### src/rtl/instr_encoder_loader_if.sv
// Request channel between the boot/test host and the instruction loader.
// The host drives one RV32I encode request per valid/ready handshake.
interface instr_encoder_loader_if;
    logic        enc_valid;
    logic        enc_ready;
    logic [2:0]  enc_kind;
    logic [4:0]  enc_rd;
    logic [4:0]  enc_rs1;
    logic [4:0]  enc_rs2;
    logic [2:0]  enc_funct3;
    logic        enc_funct7b5;
    logic [31:0] enc_imm;
    logic        enc_last;

    modport master (
        output enc_valid, enc_kind, enc_rd, enc_rs1, enc_rs2,
        output enc_funct3, enc_funct7b5, enc_imm, enc_last,
        input  enc_ready
    );

    modport slave (
        input  enc_valid, enc_kind, enc_rd, enc_rs1, enc_rs2,
        input  enc_funct3, enc_funct7b5, enc_imm, enc_last,
        output enc_ready
    );
endinterface

### src/rtl/instr_encoder_loader.sv
// RV32I instruction encoder and program loader; holds the core in reset while loading.
// Optional running checksum of written words is built when LOADER_CHECKSUM_EN is defined.
module instr_encoder_loader #(
    parameter int          ADDR_W    = 10,
    parameter logic [31:0] BASE_ADDR = 32'h0000_0000
) (
    input  logic                   clk,
    input  logic                   rst,
    input  logic                   start,
    instr_encoder_loader_if.slave  enc,
    output logic                   mem_we,
    output logic [31:0]            mem_addr,
    output logic [31:0]            mem_wd,
    output logic                   core_rst,
    output logic                   busy,
    output logic                   done,
    output logic                   err,
    output logic [ADDR_W:0]        count,
    output logic [31:0]            checksum
);
    localparam logic [ADDR_W:0] DEPTH    = {1'b1, {ADDR_W{1'b0}}};
    localparam logic [ADDR_W:0] LAST_IDX = {1'b0, {ADDR_W{1'b1}}};
    localparam logic [ADDR_W:0] CNT_ONE  = {{ADDR_W{1'b0}}, 1'b1};

    localparam logic [6:0]  OP_LOAD  = 7'b0000011;
    localparam logic [6:0]  OP_STORE = 7'b0100011;
    localparam logic [6:0]  OP_R     = 7'b0110011;
    localparam logic [6:0]  OP_I     = 7'b0010011;
    localparam logic [6:0]  OP_B     = 7'b1100011;
    localparam logic [6:0]  OP_J     = 7'b1101111;
    localparam logic [31:0] NOP      = 32'h0000_0013;

    typedef enum logic [1:0] {IDLE, LOAD, FLUSH, DONE} state_t;

    state_t      state;
    state_t      state_nx;
    logic        enter;
    logic        accept;
    logic        overflow;
    logic [31:0] wptr;
    logic [31:0] word;
    logic        bad;

    assign accept   = enc.enc_valid & enc.enc_ready;
    assign overflow = accept & ~enc.enc_last & (count == LAST_IDX);

    always_ff @(posedge clk) begin
        if (rst) state <= IDLE;
        else     state <= state_nx;
    end

    always_comb begin
        state_nx      = state;
        enc.enc_ready = 1'b0;
        busy          = 1'b0;
        done          = 1'b0;
        core_rst      = 1'b1;
        enter         = 1'b0;
        unique case (state)
            IDLE: begin
                if (start) begin
                    state_nx = LOAD;
                    enter    = 1'b1;
                end
            end
            LOAD: begin
                busy          = 1'b1;
                enc.enc_ready = (count < DEPTH);
                if (accept && (enc.enc_last || count == LAST_IDX))
                    state_nx = FLUSH;
            end
            FLUSH: begin
                busy     = 1'b1;
                state_nx = DONE;
            end
            DONE: begin
                done     = 1'b1;
                core_rst = 1'b0;
                if (start) begin
                    state_nx = LOAD;
                    enter    = 1'b1;
                end
            end
            default: state_nx = IDLE;
        endcase
    end

    logic [31:0] imm;
    logic [6:0]  f7;
    logic        fit12;
    logic        fit13;
    logic        fit21;
    logic        shamt_ok;
    logic        is_shift;

    assign imm      = enc.enc_imm;
    assign f7       = {1'b0, enc.enc_funct7b5, 5'b00000};
    assign fit12    = (imm[31:11] == '0) || (imm[31:11] == '1);
    assign fit13    = (imm[31:12] == '0) || (imm[31:12] == '1);
    assign fit21    = (imm[31:20] == '0) || (imm[31:20] == '1);
    assign shamt_ok = (imm[31:5] == '0);
    assign is_shift = (enc.enc_funct3 == 3'b001) ||
                      (enc.enc_funct3 == 3'b101);

    always_comb begin
        word = NOP;
        bad  = 1'b0;
        unique case (1'b1)
            (enc.enc_kind == 3'd0): begin
                word = {imm[11:0], enc.enc_rs1, enc.enc_funct3,
                        enc.enc_rd, OP_LOAD};
                bad  = ~fit12;
            end
            (enc.enc_kind == 3'd1): begin
                word = {imm[11:5], enc.enc_rs2, enc.enc_rs1,
                        enc.enc_funct3, imm[4:0], OP_STORE};
                bad  = ~fit12;
            end
            (enc.enc_kind == 3'd2): begin
                word = {f7, enc.enc_rs2, enc.enc_rs1, enc.enc_funct3,
                        enc.enc_rd, OP_R};
            end
            (enc.enc_kind == 3'd3): begin
                if (is_shift) begin
                    word = {f7, imm[4:0], enc.enc_rs1, enc.enc_funct3,
                            enc.enc_rd, OP_I};
                    bad  = ~shamt_ok;
                end else begin
                    word = {imm[11:0], enc.enc_rs1, enc.enc_funct3,
                            enc.enc_rd, OP_I};
                    bad  = ~fit12;
                end
            end
            (enc.enc_kind == 3'd4): begin
                word = {imm[12], imm[10:5], enc.enc_rs2, enc.enc_rs1,
                        enc.enc_funct3, imm[4:1], imm[11], OP_B};
                bad  = ~fit13 | imm[0];
            end
            (enc.enc_kind == 3'd5): begin
                word = {imm[20], imm[10:1], imm[11], imm[19:12],
                        enc.enc_rd, OP_J};
                bad  = ~fit21 | imm[0];
            end
            default: bad = 1'b1;
        endcase
        // Rejected requests still occupy a slot so later addresses stay put.
        if (bad) word = NOP;
    end

    always_ff @(posedge clk) begin
        if (rst) begin
            mem_we   <= 1'b0;
            mem_addr <= BASE_ADDR;
            mem_wd   <= 32'h0;
            wptr     <= BASE_ADDR;
            err      <= 1'b0;
            count    <= '0;
        end else begin
            mem_we <= accept;
            if (enter) begin
                mem_addr <= BASE_ADDR;
                wptr     <= BASE_ADDR;
                err      <= 1'b0;
                count    <= '0;
            end else if (accept) begin
                mem_addr <= wptr;
                mem_wd   <= word;
                wptr     <= wptr + 32'd4;
                count    <= count + CNT_ONE;
                if (bad || overflow) err <= 1'b1;
            end
        end
    end

`ifdef LOADER_CHECKSUM_EN
    always_ff @(posedge clk) begin
        if (rst || enter) checksum <= 32'h0;
        else if (accept)  checksum <= checksum + word;
    end
`else
    assign checksum = 32'h0;
`endif

endmodule

### src/flat_wrapper.sv
// flat-port wrapper written by rule: the top's interface ports become plain ports
module instr_encoder_loader_flat 
#(
    parameter int          ADDR_W    = 10,
    parameter logic [31:0] BASE_ADDR = 32'h0000_0000
)
  (clk, rst, start, mem_we, mem_addr, mem_wd, core_rst, busy, done, err, count, checksum, enc_enc_valid, enc_enc_kind, enc_enc_rd, enc_enc_rs1, enc_enc_rs2, enc_enc_funct3, enc_enc_funct7b5, enc_enc_imm, enc_enc_last, enc_enc_ready);
  instr_encoder_loader_if enc_i ();
  input  logic clk;
  input  logic rst;
  input  logic start;
  output logic mem_we;
  output logic [31:0] mem_addr;
  output logic [31:0] mem_wd;
  output logic core_rst;
  output logic busy;
  output logic done;
  output logic err;
  output logic [ADDR_W:0] count;
  output logic [31:0] checksum;
  input wire logic [$bits(enc_i.enc_valid)-1:0] enc_enc_valid;
  input wire logic [$bits(enc_i.enc_kind)-1:0] enc_enc_kind;
  input wire logic [$bits(enc_i.enc_rd)-1:0] enc_enc_rd;
  input wire logic [$bits(enc_i.enc_rs1)-1:0] enc_enc_rs1;
  input wire logic [$bits(enc_i.enc_rs2)-1:0] enc_enc_rs2;
  input wire logic [$bits(enc_i.enc_funct3)-1:0] enc_enc_funct3;
  input wire logic [$bits(enc_i.enc_funct7b5)-1:0] enc_enc_funct7b5;
  input wire logic [$bits(enc_i.enc_imm)-1:0] enc_enc_imm;
  input wire logic [$bits(enc_i.enc_last)-1:0] enc_enc_last;
  output wire logic [$bits(enc_i.enc_ready)-1:0] enc_enc_ready;
  assign enc_i.enc_valid = enc_enc_valid;
  assign enc_i.enc_kind = enc_enc_kind;
  assign enc_i.enc_rd = enc_enc_rd;
  assign enc_i.enc_rs1 = enc_enc_rs1;
  assign enc_i.enc_rs2 = enc_enc_rs2;
  assign enc_i.enc_funct3 = enc_enc_funct3;
  assign enc_i.enc_funct7b5 = enc_enc_funct7b5;
  assign enc_i.enc_imm = enc_enc_imm;
  assign enc_i.enc_last = enc_enc_last;
  assign enc_enc_ready = enc_i.enc_ready;
  instr_encoder_loader #(.ADDR_W(ADDR_W), .BASE_ADDR(BASE_ADDR)) u_core (.clk(clk), .rst(rst), .start(start), .enc(enc_i), .mem_we(mem_we), .mem_addr(mem_addr), .mem_wd(mem_wd), .core_rst(core_rst), .busy(busy), .done(done), .err(err), .count(count), .checksum(checksum));
endmodule
### config.mk
export PLATFORM = sky130hd
export DESIGN_NAME = instr_encoder_loader_flat
export DESIGN_NICKNAME = d
export VERILOG_FILES = /design/src/rtl/instr_encoder_loader_if.sv /design/src/rtl/instr_encoder_loader.sv /design/src/flat_wrapper.sv
export SDC_FILE = /design/constraint.sdc
export NUM_CORES = 1
export LEC_CHECK = 0
export BUFFER_PORTS_ARGS = -buffer_cell sky130_fd_sc_hd__buf_2
export CAP_MARGIN = 5
export CORE_ASPECT_RATIO = 0.5
export CORE_UTILIZATION = 36
export CTS_BUF_LIST = sky130_fd_sc_hd__clkbuf_2
export DETAILED_ROUTE_END_ITERATION = 7
export GPL_TIMING_DRIVEN = 0
export PLACE_DENSITY_LB_ADDON = 0.15
export SLEW_MARGIN = 20
export SYNTH_ARGS = -nofsm -noshare
export SYNTH_HDL_FRONTEND = slang
export SYNTH_SLANG_ARGS = --single-unit
### constraint.sdc
create_clock -name clk -period 2.33 [get_ports clk]
set_clock_uncertainty 0.2 [all_clocks]
set_input_delay 0.466 -clock clk [delete_from_list [all_inputs] [get_ports clk]]
set_output_delay 0.466 -clock clk [all_outputs]
set_load 0.1 [all_outputs]
==> results_dict.tcl, run 1 <==
set metrics [dict create \
    outcome "complete, no violations" \
    portBuffers 135 \
    synth_cell_types 54 \
    worst-endpoint-arrival_ps 2560 \
    finalCritPeriodShare_pct 94.5 \
    cts_buffer_depth 2 \
    yosysSeqAreaShare_pct 41.7 \
    die_area_um2 14500 \
    max-vdd-ir-drop_uv 554 \
    place_inst 964 \
    wire_per_inst_um 13.2 \
    path_clk_slew_ps 330 \
    synth.avg_cell_area_um2 8.35 \
    cts_buffers 9 \
    overflow 0 \
    initial_core_util_pct 37.0 \
    p_leak_nw 2.82 \
    gp_congestion 0.820 \
    cap_violations 0 \
    drt_first_pass_iters 4 \
    ant_nets 0 \
    drv_slew 0 \
    yosys_most_used_dff "dfxtp_1" \
    cellPowerDensity_nw_per_um2 698 \
    crit_path_end_kind "register" \
    hold_depth 4 \
    vias_per_cell 4.78 \
    crit_required_ps 2680 \
    antenna_cells 0 \
    hp-start "enc_enc_rs1[0]" \
    drc 0 \
    boundaryPins 172 \
    drive_above_1_share_pct 29.7 \
    cts-root-buf "clkbuf_2" \
    grt_pass1_vias 4330 \
    final_util_pct 47.9 \
    drt_iter0_drc 263 \
    netlist_instances 604 \
    max_freq_mhz 454 \
    synth_top_cell_area_share_pct 41.7 \
    slew_headroom_pct 38.7 \
    critical_path_class "reg -> reg" \
    async_reset_ff_share_pct 0 \
    rows 30 \
    worstSetupStartpoint "u_core.state[0]" \
    worstPathMaxFanout 8 \
    tightest_slew_ps 917 \
    dp_hpwl_um 9800 \
    grt_pass1_wl_um 21300 \
    vias 4792 \
    fillers 1378 \
    finalNonFillerCells 1003 \
    setup-violations-final 0 \
    syn_to_final_growth_pct 29.5 \
    worstSkewPairLatency_ps 580 \
    nNetsFinal 869 \
    wirelength_um 13300 \
    tritoncts "yes" \
    hp-class "in -> reg" \
    hold_viol 0 \
    worst_r2r_path_depth 6 \
    reg2reg_from "u_core.state[0]" \
    synth_enable_flop_cells 0 \
    grtUsageTotal_pct 18.4 \
    grt_start_max_net_pins 21 \
    design.core.area_um2 13600 \
    rsz0062_at_grt "false" \
    htreeDepth 3 \
    synth.cell_area_um2 5040 \
    die_y_um 85.7 \
    cp-start-kind "register" \
    antenna_found_initial 0 \
    synthTopCellsByArea "dfxtp_1 42%, nand2_1 7.2%, a21oi_1 6.4%" \
    yosys.area.top_type "dfxtp_1" \
    clock_sinks 105 \
    die_x_um 169 \
    yosys_warnings 0 \
    ys_ff_latch 105 \
    period_minus_slack_ps 2200 \
]
worst max-delay path, stage by stage, from the launching register on:
cell and delay, ps:
dfxtp_2 440, ha_4 170, nand3b_1 200, nor4_4 390, nand2_1 250, or3_1 390
a21oi_1 150
cell usage after synthesis, types with 2 or more instances:
| cell type | number |
|---|---|
| nand2b_1 | 3 |
| a22o_1 | 22 |
| inv_1 | 14 |
| nor3_1 | 13 |
| a21o_1 | 3 |
| o22ai_1 | 14 |
| and3_1 | 7 |
| dfxtp_1 | 105 |
| nand4_1 | 14 |
| buf_1 | 4 |
| nor4_1 | 9 |
| buf_4 | 36 |
| a32o_1 | 5 |
| o21ai_0 | 12 |
| or3_1 | 7 |
| a2bb2oi_1 | 8 |
| xor2_1 | 18 |
| nor2b_1 | 7 |
| a21oi_1 | 64 |
| xnor2_1 | 13 |
| or2_2 | 3 |
| nand2_1 | 97 |
| ha_1 | 4 |
| and4_1 | 2 |
| mux2i_1 | 6 |
| nand3_1 | 15 |
| clkbuf_1 | 24 |
| a211oi_1 | 4 |
| nor2_1 | 45 |
| buf_6 | 2 |
cell families after synthesis:
kind of cell	after synthesis	share of synthesized area, %
AND/OR/NAND/NOR	234	22.4
AO/OA/AOI/OAI	140	18.2
flip-flops	105	41.7
buffers and inverters	82	9.85
XOR/XNOR	31	5.38
multiplexers	7	1.41
adder cells (fa/ha/maj)	4	0.992
other	1	0.0744
power by group:
| group | switching (W) | internal (W) | total (W) |
|---|---|---|---|
| clock network | 0.000679 | 0.000178 | 0.000857 |
| registers | 0.0000445 | 0.00186 | 0.00191 |
| logic | 0.00130 | 0.000501 | 0.00180 |
worst paths after layout:
kind | endpoint | slack (ps)
max | u_core.wptr[23] | 130
min | u_core.mem_wd[15] | 80
max reg2reg | u_core.wptr[23] | 130
min reg2reg | u_core.mem_addr[12] | 270
metrics by stage:
| step | hold WS (ps) | power (W) | TNS [ps] | setup WS (ps) | instance area [um2] |
|---|---|---|---|---|---|
| after floorplan | 244 | 0.00318 | 0 | 6.15 | 5180 |
| after global placement | 238 | 0.00349 | -16860 | -566 | 6100 |
| after detailed placement | 243 | 0.00350 | -17710 | -577 | 6100 |
| after CTS | 0.757 | 0.00457 | 0 | 7.99 | 6480 |
| after global routing | 3.91 | 0.00480 | 0 | 15.2 | 6530 |
| final | 80.2 | 0.00456 | 0 | 127 | 6530 |
what timing repair did:
item,4_1_cts,5_1_grt
setup buffers,8,1
gates resized for setup,20,11
hold endpoints to repair,17,1
hold buffers,13,1
gates cloned,0,0
endpoints found under the setup margin,76,55
pin swaps,3,0
state kept, by name, indices dropped and copies added, names as in the netlist:
signal           cells
u_core.err           1
u_core.mem_wd       30
u_core.state         2
u_core.count        11
u_core.mem_we        1
u_core.mem_addr     30
u_core.wptr         30
layer usage:
| metal | share of wire [%] | up-vias | global-route usage (%) | wire, um |
|---|---|---|---|---|
| met5 | 0 | - | 0 | 0 |
| met4 | 0.57 | 0 | 4.50 | 76 |
| met3 | 4.7 | 7 | 4.38 | 617 |
| met2 | 47 | 120 | 30.9 | 6240 |
| met1 | 48 | 2220 | 23.9 | 6340 |
| li1 | - | 2445 | - | - |
layout make-up:
type,instances,area [um2],share of cell area [%]
tap,192,240,3.68
inverter,14,52.6,0.804
buffer,68,448,6.86
sequential,105,2120,32.4
clock inverter,7,70.1,1.07
multi-input combinational,450,2640,40.4
timing repair buffer,158,921,14.1
clock buffer,9,45.0,0.690
layout by cell type (no fill, tap or decap), types with 8 or more instances in the layout:
master         instances
a21oi_1               63
nor2_1                44
buf_2                130
a22o_1                22
nand3_1               15
nand2_1               97
o21ai_0               12
a2bb2oi_1              8
xnor2_1               13
clkbuf_2              12
conb_1                34
buf_4                 47
o22ai_1               14
xor2_1                18
dfxtp_1               94
dfxtp_2               11
inv_1                 12
clkbuf_1              22
nand4_1               14
nor3_1                11
dlygate4sd3_1         14
Power figures use the tool's default switching activity.
==> run 2, diff against run 1 <==
clock period = 2.9 ns   (was 2.33 ns; I/O delays follow)
==> run 2 against run 1 <==
Against the previous run:
- sequential power down 20%
- global-route usage down 0.28 points
- power down 24%
- die area unchanged
- register-to-register slack better by 40 ps
- setup slack better by 43 ps
- via count down 3.6%
- critical path type unchanged
- highest routed layer unchanged
==> results_dict.tcl, run 2 (synthesis results as in run 1) <==
set metrics [dict create \
    die_area_um2 14500 \
    drc 0 \
    grt_pass1_wl_um 21200 \
    drt_first_pass_iters 5 \
    grt_start_max_net_pins 20 \
    syn_to_final_growth_pct 24.2 \
    drive_above_1_share_pct 26.3 \
    dp_hpwl_um 9720 \
    path_clk_slew_ps 290 \
    slew_headroom_pct 41.5 \
    finalCritPeriodShare_pct 94.1 \
    cap_violations 0 \
    p_leak_nw 2.70 \
    clock_sinks 105 \
    die_y_um 85.7 \
    cp-start-kind "register" \
    setup-violations-final 0 \
    antenna_found_initial 1 \
    grtUsageTotal_pct 18.1 \
    reg_top3 "u_core.mem_addr x30, u_core.mem_wd x30, u_core.wptr x30" \
    whs_ps 93.7 \
    ant_nets 0 \
    cts_buffers 9 \
    htreeDepth 3 \
    tightest_slew_ps 875 \
    wl_met3_um 620 \
    vias_per_cell 4.69 \
    grt_pass1_vias 4221 \
    seqCellArea_um2 2100 \
    cts-root-buf "clkbuf_2" \
    hp-class "in -> reg" \
    hold_viol 0 \
    gp_congestion 0.844 \
    max-vdd-ir-drop_uv 319 \
    hold_depth 2 \
    tritoncts "yes" \
    period_minus_slack_ps 2730 \
    max_freq_mhz 366 \
    drt_iter0_drc 256 \
    post-cts-setup-buffers 0 \
    rows 30 \
    layout.cells.most_common "buf_2" \
    critical_path_class "reg -> reg" \
    worst_r2r_path_depth 7 \
    outcome "complete, no violations" \
    wire_per_inst_um 13.2 \
    cts_buffer_depth 2 \
    worst-endpoint-arrival_ps 3050 \
    met2_length_um 6030 \
    boundaryPins 172 \
    drv_slew 0 \
    crit_required_ps 3220 \
    multiInputGateArea_um2 2590 \
    highest_layer "met4" \
    portBuffers 135 \
    vias 4620 \
    wirelength_um 13000 \
    tns_ps 0 \
    worstPathMaxFanout 10 \
    cellPowerDensity_nw_per_um2 553 \
    overflow 0 \
    design.core.area_um2 13600 \
    final_cell_mix "135 x buf_2, 105 x dfxtp_1, 97 x nand2_1, 64 x a21oi_1, 44 x nor2_1" \
    die_x_um 169 \
    fillers 1399 \
    rsz0062_at_grt "false" \
    drt-met1-wl_um 6370 \
    initial_core_util_pct 37.0 \
    nNetsFinal 851 \
    worstSkewPairLatency_ps 610 \
    crit_path_end_kind "register" \
]
[run 2: per-layer routing]
metal | track usage (%) | up-vias
met1 | 24.4 | 2099
met5 | 0 | -
li1 | - | 2406
met3 | 4.34 | 2
met4 | 3.28 | 0
met2 | 29.7 | 113
[run 2: through the flow]
stage | cells | total power (W) | setup slack [ps] | area, um2 | util (%)
after floorplan | 637 | 0.00256 | 294 | 5170 | -
after global placement | 964 | 0.00280 | -3.31 | 6090 | 44.7
after detailed placement | 964 | 0.00281 | -11.5 | 6090 | 44.7
after CTS | 981 | 0.00350 | 36.1 | 6220 | 45.6
after global routing | 985 | 0.00365 | 3.25 | 6260 | 46.0
final | 985 | 0.00346 | 170 | 6260 | 46.0
[run 2: final timing paths]
path / endpoint / slack [ps] / startpoint
setup / recovery: u_core.mem_wd[8] / 170 / u_core.state[1]
hold / removal: u_core.mem_wd[26] / 90 / enc_enc_imm[6]
setup reg to reg: u_core.mem_wd[8] / 170 / u_core.state[1]
hold reg to reg: u_core.mem_addr[21] / 270 / u_core.mem_addr[21]
[run 2: worst max-delay path, cell delays in order, from the launching register on]
cell and delay (ps):
dfxtp_1 400, inv_1 60, ha_1 260, nand3b_1 430, a21oi_1 560, nor2_2 190, clkbuf_1 290, a22o_1 300
[run 2: layout make-up]
type                       count  share of cell area (%)
clock inverter                 6                    1.04
inverter                      14                   0.839
tap                          192                    3.83
antenna                        1                  0.0399
buffer                        68                    7.09
clock buffer                   9                   0.719
multi-input combinational    450                    41.3
sequential                   105                    33.6
timing repair buffer         140                    11.6
[run 2: what timing repair did]
action	4_1_cts	5_1_grt
hold buffers	2	3
hold endpoints to repair	8	3
setup endpoints to repair	0	29
gates resized for setup	0	3
[run 2: power by group]
part | switching [W] | internal, W | total [W]
combinational | 0.00101 | 0.000259 | 0.00127
sequential | 0.0000309 | 0.00149 | 0.00152
clock | 0.000539 | 0.000135 | 0.000675
total | 0.00158 | 0.00189 | 0.00346
